==> src/rtl/alu_scheduler.sv <==
// rtl/alu_scheduler.sv - round-robin scheduler sharing one 8-bit ALU among NREQ requesters
//
// Purpose:
//   Arbitrates NREQ valid/ready request ports onto a single external ALU.
//   One operation is in flight at a time (IDLE -> EXEC -> RESP -> IDLE).
//   The tagged result is returned on one response channel.
//
// Ports:
//   clk, reset_n           clock, asynchronous active-low reset
//   req_valid/req_ready    per-requester handshake (ready is one-hot or zero)
//   req_op/req_a/req_b     packed per-requester op (4b) and operands (8b)
//   alu_a/alu_b/alu_op     registered drive to the ALU (hold last issued values)
//   alu_out                combinational ALU result
//   rsp_valid/rsp_ready    response handshake
//   rsp_id/rsp_data        requester tag and ALU result
//   busy                   high whenever the FSM is not IDLE
//
// Configuration macro:
//   ALU_SCHED_PRIO_EN      requester 0 gets absolute priority; the others round-robin.

module alu_scheduler #(
  parameter int NREQ = 4,
  parameter int ID_W = 2
) (
  input  logic              clk,
  input  logic              reset_n,
  input  logic [NREQ-1:0]   req_valid,
  output logic [NREQ-1:0]   req_ready,
  input  logic [4*NREQ-1:0] req_op,
  input  logic [8*NREQ-1:0] req_a,
  input  logic [8*NREQ-1:0] req_b,
  output logic [7:0]        alu_a,
  output logic [7:0]        alu_b,
  output logic [3:0]        alu_op,
  input  logic [7:0]        alu_out,
  output logic              rsp_valid,
  input  logic              rsp_ready,
  output logic [ID_W-1:0]   rsp_id,
  output logic [7:0]        rsp_data,
  output logic              busy
);

`ifdef ALU_SCHED_PRIO_EN
  localparam bit PRIO_EN = 1'b1;
`else
  localparam bit PRIO_EN = 1'b0;
`endif

  typedef enum logic [1:0] {
    IDLE = 2'd0,
    EXEC = 2'd1,
    RESP = 2'd2
  } state_t;

  state_t          state_q, state_d;
  logic [ID_W-1:0] rr_ptr_q, rr_ptr_d;
  logic [7:0]      alu_a_q, alu_a_d;
  logic [7:0]      alu_b_q, alu_b_d;
  logic [3:0]      alu_op_q, alu_op_d;
  logic            rsp_valid_q, rsp_valid_d;
  logic [ID_W-1:0] rsp_id_q, rsp_id_d;
  logic [7:0]      rsp_data_q, rsp_data_d;

  logic            grant_found;
  logic [ID_W-1:0] grant_idx;
  logic [3:0]      grant_op;
  logic [7:0]      grant_a;
  logic [7:0]      grant_b;
  logic            grant_upd_rr;
  logic [ID_W-1:0] grant_next_ptr;

  // Winner search. Pass 0 scans indices at or above rr_ptr, pass 1 wraps to the
  // bottom; together they visit rr_ptr, rr_ptr+1, ... mod NREQ using only
  // constant indices. In priority mode requester 0 is taken out of the ring
  // and checked first, and its grant leaves rr_ptr alone.
  always_comb begin
    grant_found    = 1'b0;
    grant_idx      = '0;
    grant_op       = '0;
    grant_a        = '0;
    grant_b        = '0;
    grant_upd_rr   = 1'b0;
    grant_next_ptr = rr_ptr_q;
    if (PRIO_EN && req_valid[0]) begin
      grant_found = 1'b1;
      grant_op    = req_op[3:0];
      grant_a     = req_a[7:0];
      grant_b     = req_b[7:0];
    end
    for (int pass = 0; pass < 2; pass++) begin
      for (int i = 0; i < NREQ; i++) begin
        if (!grant_found && req_valid[i] && !(PRIO_EN && i == 0) &&
            (pass == 1 || i >= int'(rr_ptr_q))) begin
          grant_found    = 1'b1;
          grant_idx      = ID_W'(i);
          grant_op       = req_op[4*i +: 4];
          grant_a        = req_a[8*i +: 8];
          grant_b        = req_b[8*i +: 8];
          grant_upd_rr   = 1'b1;
          grant_next_ptr = (i == NREQ-1) ? '0 : ID_W'(i + 1);
        end
      end
    end
  end

  // Ready is combinational but forced low while reset is asserted.
  always_comb begin
    req_ready = '0;
    for (int i = 0; i < NREQ; i++) begin
      req_ready[i] = reset_n && (state_q == IDLE) && grant_found &&
                     (grant_idx == ID_W'(i));
    end
  end

  always_comb begin
    state_d     = state_q;
    rr_ptr_d    = rr_ptr_q;
    alu_a_d     = alu_a_q;
    alu_b_d     = alu_b_q;
    alu_op_d    = alu_op_q;
    rsp_valid_d = rsp_valid_q;
    rsp_id_d    = rsp_id_q;
    rsp_data_d  = rsp_data_q;
    case (state_q)
      IDLE: begin
        if (grant_found) begin
          alu_a_d  = grant_a;
          alu_b_d  = grant_b;
          alu_op_d = grant_op;
          rsp_id_d = grant_idx;
          if (grant_upd_rr) rr_ptr_d = grant_next_ptr;
          state_d  = EXEC;
        end
      end
      EXEC: begin
        rsp_data_d  = alu_out;
        rsp_valid_d = 1'b1;
        state_d     = RESP;
      end
      RESP: begin
        // No grant on the release cycle; IDLE arbitrates on the next one.
        if (rsp_ready) begin
          rsp_valid_d = 1'b0;
          state_d     = IDLE;
        end
      end
      default: begin
        rsp_valid_d = 1'b0;
        state_d     = IDLE;
      end
    endcase
  end

  always_ff @(posedge clk or negedge reset_n) begin
    if (!reset_n) begin
      state_q     <= IDLE;
      rr_ptr_q    <= '0;
      alu_a_q     <= '0;
      alu_b_q     <= '0;
      alu_op_q    <= '0;
      rsp_valid_q <= 1'b0;
      rsp_id_q    <= '0;
      rsp_data_q  <= '0;
    end else begin
      state_q     <= state_d;
      rr_ptr_q    <= rr_ptr_d;
      alu_a_q     <= alu_a_d;
      alu_b_q     <= alu_b_d;
      alu_op_q    <= alu_op_d;
      rsp_valid_q <= rsp_valid_d;
      rsp_id_q    <= rsp_id_d;
      rsp_data_q  <= rsp_data_d;
    end
  end

  assign alu_a     = alu_a_q;
  assign alu_b     = alu_b_q;
  assign alu_op    = alu_op_q;
  assign rsp_valid = rsp_valid_q;
  assign rsp_id    = rsp_id_q;
  assign rsp_data  = rsp_data_q;
  assign busy      = (state_q != IDLE);

endmodule
==> config.mk <==
export PLATFORM = sky130hd
export DESIGN_NAME = alu_scheduler
export DESIGN_NICKNAME = d
export VERILOG_FILES = /design/src/rtl/alu_scheduler.sv
export SDC_FILE = /design/constraint.sdc
export NUM_CORES = 1
export LEC_CHECK = 0
export CAP_MARGIN = 20
export CORE_MARGIN = 1
export CORE_UTILIZATION = 40
export CTS_CLUSTER_SIZE = 12
export DETAILED_ROUTE_END_ITERATION = 16
export PLACE_DENSITY = 0.8
export SYNTH_ARGS = -nofsm -noshare
export SYNTH_HDL_FRONTEND = slang
export SYNTH_SLANG_ARGS = --single-unit
export TNS_END_PERCENT = 50
==> constraint.sdc <==
create_clock -name clk -period 2.1 [get_ports clk]
set_input_delay 0.315 -clock clk [delete_from_list [all_inputs] [get_ports clk]]
set_output_delay 0.315 -clock clk [all_outputs]
set_load 0.01 [all_outputs]
==> results of run 1 <==
## cell usage in the layout, fill, tap and decap left out, types with 2 or more instances in the layout
master           netlist  routed
and3_4                 1       2
clkdlybuf4s50_1        0     121
o21a_1                 3       2
nor3_1                21      17
nor3_2                 0       4
or3_4                  2       2
nor2_1                17      14
o21ai_0                6       6
buf_4                  0      38
inv_1                  4       3
dlygate4sd2_1          0       2
dfrtp_1               35      34
a31oi_1                3       3
clkbuf_2               0       2
buf_2                  6       5
a21oi_2                0       3
o21bai_1               2       2
nand2_1               58      58
a211o_1                8       8
inv_2                  1       2
a211oi_1              10      10
clkbuf_8               0       6
a21oi_1               26      23
nor2_2                 0       3
or3_1                  2       2
mux2_2                 8       8
o221ai_1              10      10
nand2b_1               3       2
nand3_1               29      29
a221o_1                9       9
a22oi_1               21      21
nor2b_1               10      10
## through the flow
step           setup slack (ps)  total power [mW]  instance area, um^2  util, %
2_1_floorplan               120              2.95                 2580        -
3_3_place_gp               -449              4.43                 4140     68.3
3_5_place_dp               -499              4.48                 4140     68.3
4_1_cts                    11.5              5.13                 4270     70.5
5_1_grt                   -1.94              5.59                 4290     70.8
6_report                   90.4              5.21                 4290     70.8
## worst max-delay path, delay by kind of cell, from the launching register on
kind / cells / cell delay (ps)
DFF: 1 / 520
AOI/OAI and AO/OA: 3 / 420
and+or+nand+nor: 2 / 490
buffers and inverters: 2 / 480
## state kept, by name, summed over array words and instances, names as in the netlist
signal	flops
alu_b	8
rsp_valid	1
rr_ptr_q	2
alu_a	8
rsp_data	8
alu_op	4
rsp_id	2
state_q	2
## Yosys cell counts (all sizes together)
cell type	instances	area [um^2]
nor3b	1	7.51
nand3	29	145
o32ai	1	8.76
o21a	3	22.5
a21o	1	7.51
clkbuf	13	48.8
a221o	9	90.1
or3	4	35.0
dfrtp	35	876
a22o	1	8.76
o21bai	2	15.0
and3	2	17.5
nand2	58	218
nand3b	1	7.51
a31oi	3	18.8
o21ba	1	10.0
nor2	17	63.8
and4	1	8.76
o31ai	1	7.51
a211oi	10	75.1
nor2b	10	62.6
nand2b	3	18.8
o221ai	10	87.6
a21oi	26	130
a221oi	1	8.76
and2b	1	7.51
mux2	8	90.1
nor3	21	105
buf	14	75.1
o2111ai	1	8.76
a211o	8	70.1
a22oi	21	158
or2	1	6.26
inv	5	18.8
o21ai	7	38.8
## worst paths after layout
| check | from | endpoint | slack, ps | depth (start not counted) |
|---|---|---|---|---|
| max reg2reg | rr_ptr_q[0] | alu_b[2] | 90 | 7 |
| min reg2reg | rsp_valid | rsp_valid | 490 | 1 |
| min | reset_n | alu_a[6] | 20 | 2 |
| min in group clk | rsp_valid | rsp_valid | 490 | 1 |
| max in group asynchronous | reset_n | rr_ptr_q[1] | 1870 | 2 |
| max | rr_ptr_q[0] | alu_b[2] | 90 | 7 |
## timing repair
| item | in CTS | in global routing |
|---|---|---|
| gates cloned | 0 | 0 |
| setup endpoints to repair | 22 | 19 |
| setup buffers | 1 | 0 |
| pin swaps | 5 | 3 |
| resized for setup | 23 | 18 |
## power by group through the flow
stage / Combinational (mW) / Sequential (mW) / Clock, mW
floorplan: 1.60 / 1.35 / 0
global placement: 3.18 / 1.25 / 0
detailed placement: 3.23 / 1.25 / 0
CTS: 3.24 / 1.24 / 0.656
global route: 3.61 / 1.30 / 0.685
finish: 3.31 / 1.25 / 0.647
## cell families after synthesis
| group | after synthesis | synth area share, % |
|---|---|---|
| buf+inv | 32 | 5.53 |
| compound gates | 106 | 29.7 |
| simple gates | 149 | 27.3 |
| mux | 8 | 3.50 |
| flops | 35 | 34.0 |
## metal layers
metal | global-route usage (%) | part of all wire [%]
met3 | 6.26 | 10
met5 | 0 | 0
met1 | 35.8 | 40
met2 | 51.8 | 48
met4 | 10.0 | 1.7
## final cells by class
| cell class | instances | area, um^2 |
|---|---|---|
| fillers | 497 | 1770 |
| multi-input cells | 263 | 1620 |
| repair buffers | 169 | 1560 |
| flip-flops and latches | 35 | 877 |
| well taps | 75 | 93.8 |
| clock buffers | 6 | 82.6 |
| clock inverters | 2 | 35.0 |
| inverters | 5 | 18.8 |
==> key figures, run 1 <==
Floorplanning
  – Core area: 0.00606 mm^2
  – Starting density of the core: 42.5%
  – Die Wd: 82.3 um
  – IO Pins: 131
  – Die Span Y: 82.3 um
  – Die area: 0.00677 mm^2
  – Rows: 28

Logic synthesis
  – Yosys warnings: 0
  – Post-Syn Area: 0.00258 mm^2
  – Flops & latches, synth: 35
  – Gate Count Post-Synth: 330
  – Syn Area/Cell: 7.81 um^2
  – Synth unique cells: 41
  – Sequential area share after synthesis: 34.0%
  – Syn_nets: 425

Power and ir drop
  – Flop pwr share: 24.0%
  – Internal cell power: 3.12 mW
  – PwrDens: 1210 mW/mm^2
  – Combinational share of power: 63.5%
  – Static Leak: 1.79 nW
  – Switching Fraction: 40.0%
  – Sw power: 2.08 mW
  – Maximum VDD drop: 0.761 mV
  – Clock Power Share: 12.4%

Placed design
  – Placed Cells: 546
  – Placer Congestion: 0.940
  – HPWL Detailed: 7100 um
  – # port buffers: 130

Timing
  – Final-report hold violation count: 0
  – Tmin final: 2010 ps
  – # setup viols final: 0
  – Fin. max-slew vios: 0
  – Fmax: 0.498 GHz
  – Max_slew headroom: 69.7%
  – Setup TNS: 0 ps
  – Clk_skew: 4.37 ps
  – Actual slew at the worst max-slew pin: 454 ps
  – Min Hold Slack: 19.6 ps
  – Fin crit share: 95.7%

Worst setup path
  – Setup crit end kind: flip-flop
  – Worst path max stage delay: 520 ps
  – Kind of critical path: flip-flop to flip-flop
  – Critical path data required time: 2310 ps
  – Most common cell on crit path: buf_4
  – WP data arrival: 2220 ps
  – Critical Path Slowest Stage Cell: dfrtp_1
  – Cells along the critical path: buf_4 > nand2b_1 > buf_4 > nand3_1 > a21oi_1 > a211oi_1 > a22oi_1
  – Maximum fanout along the worst path: 11
  – Crit start category: flip-flop

CTS
  – CTS Root Buffer Type: clkbuf_8
  – Total CTS buffers: 5
  – # hold bufs at CTS: 0
  – CTS Buffer Depth: 2
  – H-tree level count: 2
  – CTS tree: built
  – Sink Count: 35
  – Clock latency on the worst-skew pair: 300 ps
  – Clock Pin Slew Worst Setup and Hold Paths: 80 ps

Routing
  – Number of DRC markers in iteration 0: 288
  – Vias: 3288
  – Vias per cell: 5.92
  – Detailed-route DRC error count: 0
  – Final WL: 9690 um
  – Routed Antenna Nets: 0
  – Routed wire per std cell: 17.5 um
  – Pre-antenna DRT Iters: 5

Cells and area
  – Layout cells sized above 1: 17.9%
  – Fin nets: 574
  – Layout area overhead: 66.5%
  – Diode count: 0
  – Final instance count without filler cells: 555

Global route
  – GRT overflow: 0
  – First-pass GRT wire length: 15200 um
  – Initial antenna violation count: 0
  – Pin count of the biggest net entering global routing: 25
  – Vias in the first global route: 3183
  – Total GRT Usage: 29.6%

Min path
  – HP Class: input port to async pin

Run
  – Max-cap viol count: 0

Outcome
  – Outcome: completed
Power figures use the tool's default switching activity.
==> run 2, diff against run 1 <==
--- a/config.mk
+++ b/config.mk
@@ -11,4 +11,5 @@
 export CTS_CLUSTER_SIZE = 12
 export DETAILED_ROUTE_END_ITERATION = 16
+export GPL_TIMING_DRIVEN = 0
 export PLACE_DENSITY = 0.8
 export SYNTH_ARGS = -nofsm -noshare
==> constraint.sdc (replaced) <==
create_clock -name clk -period 2.1 [get_ports clk]
set_input_delay 0.315 -clock clk [delete_from_list [all_inputs] [get_ports clk]]
set_output_delay 0.315 -clock clk [all_outputs]
set_load 0.005 [all_outputs]
==> key figures, run 2 (synthesized netlist as in run 1, its figures left out) <==
Outcome
  – Outcome: finished with violations
  – Failing checks: negative setup slack

Power and ir drop
  – Flop pwr share: 24.0%
  – Switching Fraction: 40.5%
  – Sw power: 2.10 mW
  – PwrDens: 1190 mW/mm^2
  – Maximum VDD drop: 0.696 mV
  – Internal cell power: 3.08 mW
  – Clock Power Share: 9.7%
  – Combinational share of power: 66.3%
  – Pwr Total: 5.18 mW
  – Static Leak: 1.80 nW

Timing
  – Fmax: 0.475 GHz
  – Max_slew headroom: 44.7%
  – RSZ-0062 raised after global routing: yes
  – Actual slew at the worst max-slew pin: 830 ps
  – Tmin final: 2110 ps
  – Fin crit share: 100%
  – Final-report hold violation count: 0
  – Fin. max-slew vios: 0
  – Final worst slack: -5.65 ps
  – Clk_skew: 15.0 ps
  – # setup viols final: 3

CTS
  – Sink Count: 35
  – CTS tree: built
  – CTS Root Buffer Type: clkbuf_8
  – Clock latency on the worst-skew pair: 310 ps
  – CTS Buffer Depth: 2
  – Clock Pin Slew Worst Setup and Hold Paths: 90 ps
  – Total CTS buffers: 5
  – H-tree level count: 2

Routing
  – Vias: 3368
  – Routed wire per std cell: 18.3 um
  – Final WL: 10200 um
  – Pre-antenna DRT Iters: 6
  – Vias per cell: 6.03
  – Detailed-route DRC error count: 0
  – Number of DRC markers in iteration 0: 392
  – Routed Antenna Nets: 0

Worst setup path
  – Cells along the critical path: buf_8 > o21ba_2 > o21a_1 > clkbuf_8 > nor2_4 > nor2_1 > buf_2
  – Maximum fanout along the worst path: 6
  – Kind of critical path: flip-flop to output port
  – Crit start category: flip-flop
  – Buffers and inverters on the worst path: 3
  – CP top delay family: flip-flops
  – Critical Path Slowest Stage Cell: dfrtp_2
  – Setup crit end kind: output port
  – Worst path max stage delay: 480 ps
  – WP data arrival: 1790 ps
  – Critical path data required time: 1780 ps

Cells and area
  – Multi-input logic area: 0.00168 mm^2
  – Final instance count without filler cells: 559
  – Leading cell type in the layout, fill and taps excluded: clkdlybuf4s50_1
  – Layout Utilization: 71.9%
  – Layout area overhead: 69.2%
  – Diode count: 0
  – # fillers: 453
  – Commonest cells after routing, fill and taps aside: 121 x clkdlybuf4s50_1, 53 x nand2_1, 34 x dfrtp_1
  – Layout cells sized above 1: 18.8%
  – Register Area: 877 um^2
  – Fin nets: 578
  – Post-layout instance area: 0.00436 mm^2

Run
  – Max-cap viol count: 0

Global route
  – First-pass GRT wire length: 15800 um
  – GRT overflow: 0
  – Vias in the first global route: 3230
  – Pin count of the biggest net entering global routing: 38
  – Total GRT Usage: 30.8%
  – Initial antenna violation count: 0

Placed design
  – HPWL Detailed: 6790 um
  – Placer Congestion: 0.881
  – Cell area after placement: 0.00395 mm^2
  – # port buffers: 128
  – Placed Cells: 533

Floorplanning
  – Die Span Y: 82.3 um
  – Rows: 28
  – Die area: 0.00677 mm^2
  – Core area: 0.00606 mm^2
  – Die Wd: 82.3 um
  – Starting density of the core: 42.5%
  – IO Pins: 131

Min path
  – HP Class: input port to async pin
-- run 2: final cells by class --
class / count / share of cell area (%)
buffer: 26 / 4.79
clock buffer: 5 / 1.58
clock inverter: 3 / 0.344
inverter: 5 / 0.488
multi-input combinational: 263 / 38.5
sequential: 35 / 20.1
tap: 75 / 2.15
timing repair buffer: 147 / 32.0
-- run 2: layer usage --
layer / vias up / wire length (um) / share of wire [%] / global-route usage, %
li1: 1543 / - / - / -
met1: 1555 / 4080 / 40 / 38.3
met2: 235 / 4800 / 47 / 50.5
met3: 35 / 1110 / 11 / 8.24
met4: 0 / 227 / 2.2 / 11.6
met5: - / 0 / 0 / 0
-- run 2: final timing paths --
check | start | endpoint | slack (ps) | cells after the start
max in group asynchronous | reset_n | rr_ptr_q[1] | 1410 | 1
worst min-delay path | reset_n | alu_a[6] | 100 | 1
worst max-delay path | rr_ptr_q[1] | req_ready[2] | -6 | 7
min in group clk | req_valid[3] | rsp_id[0] | 460 | 5
worst max register to register | rr_ptr_q[0] | alu_a[4] | 90 | 6
worst min register to register | rsp_id[1] | rsp_id[1] | 480 | 2
-- run 2: power groups by stage --
stage	clock, mW	sequential [mW]	combinational, mW
floorplan	0	1.24	1.59
global placement	0	1.22	2.86
detailed placement	0	1.23	2.91
CTS	0.502	1.23	3.21
global route	0.540	1.29	3.73
finish	0.502	1.24	3.43
-- run 2: repair_timing --
action | 4_1_cts | 5_1_grt
buffers inserted | 13 | 6
pin swaps | 11 | 5
endpoints found under the setup margin | 28 | 23
hold buffers | 0 | 0
resized for setup | 67 | 19
-- run 2: through the flow --
step / hold slack (ps) / setup WS, ps / TNS (ps)
2_1_floorplan: 19.4 / 181 / 0
3_3_place_gp: 461 / -1260 / -23670
3_5_place_dp: 462 / -1300 / -19070
4_1_cts: 135 / 3.49 / 0
5_1_grt: 175 / -87.8 / -261
6_report: 98.6 / -5.65 / -10.8
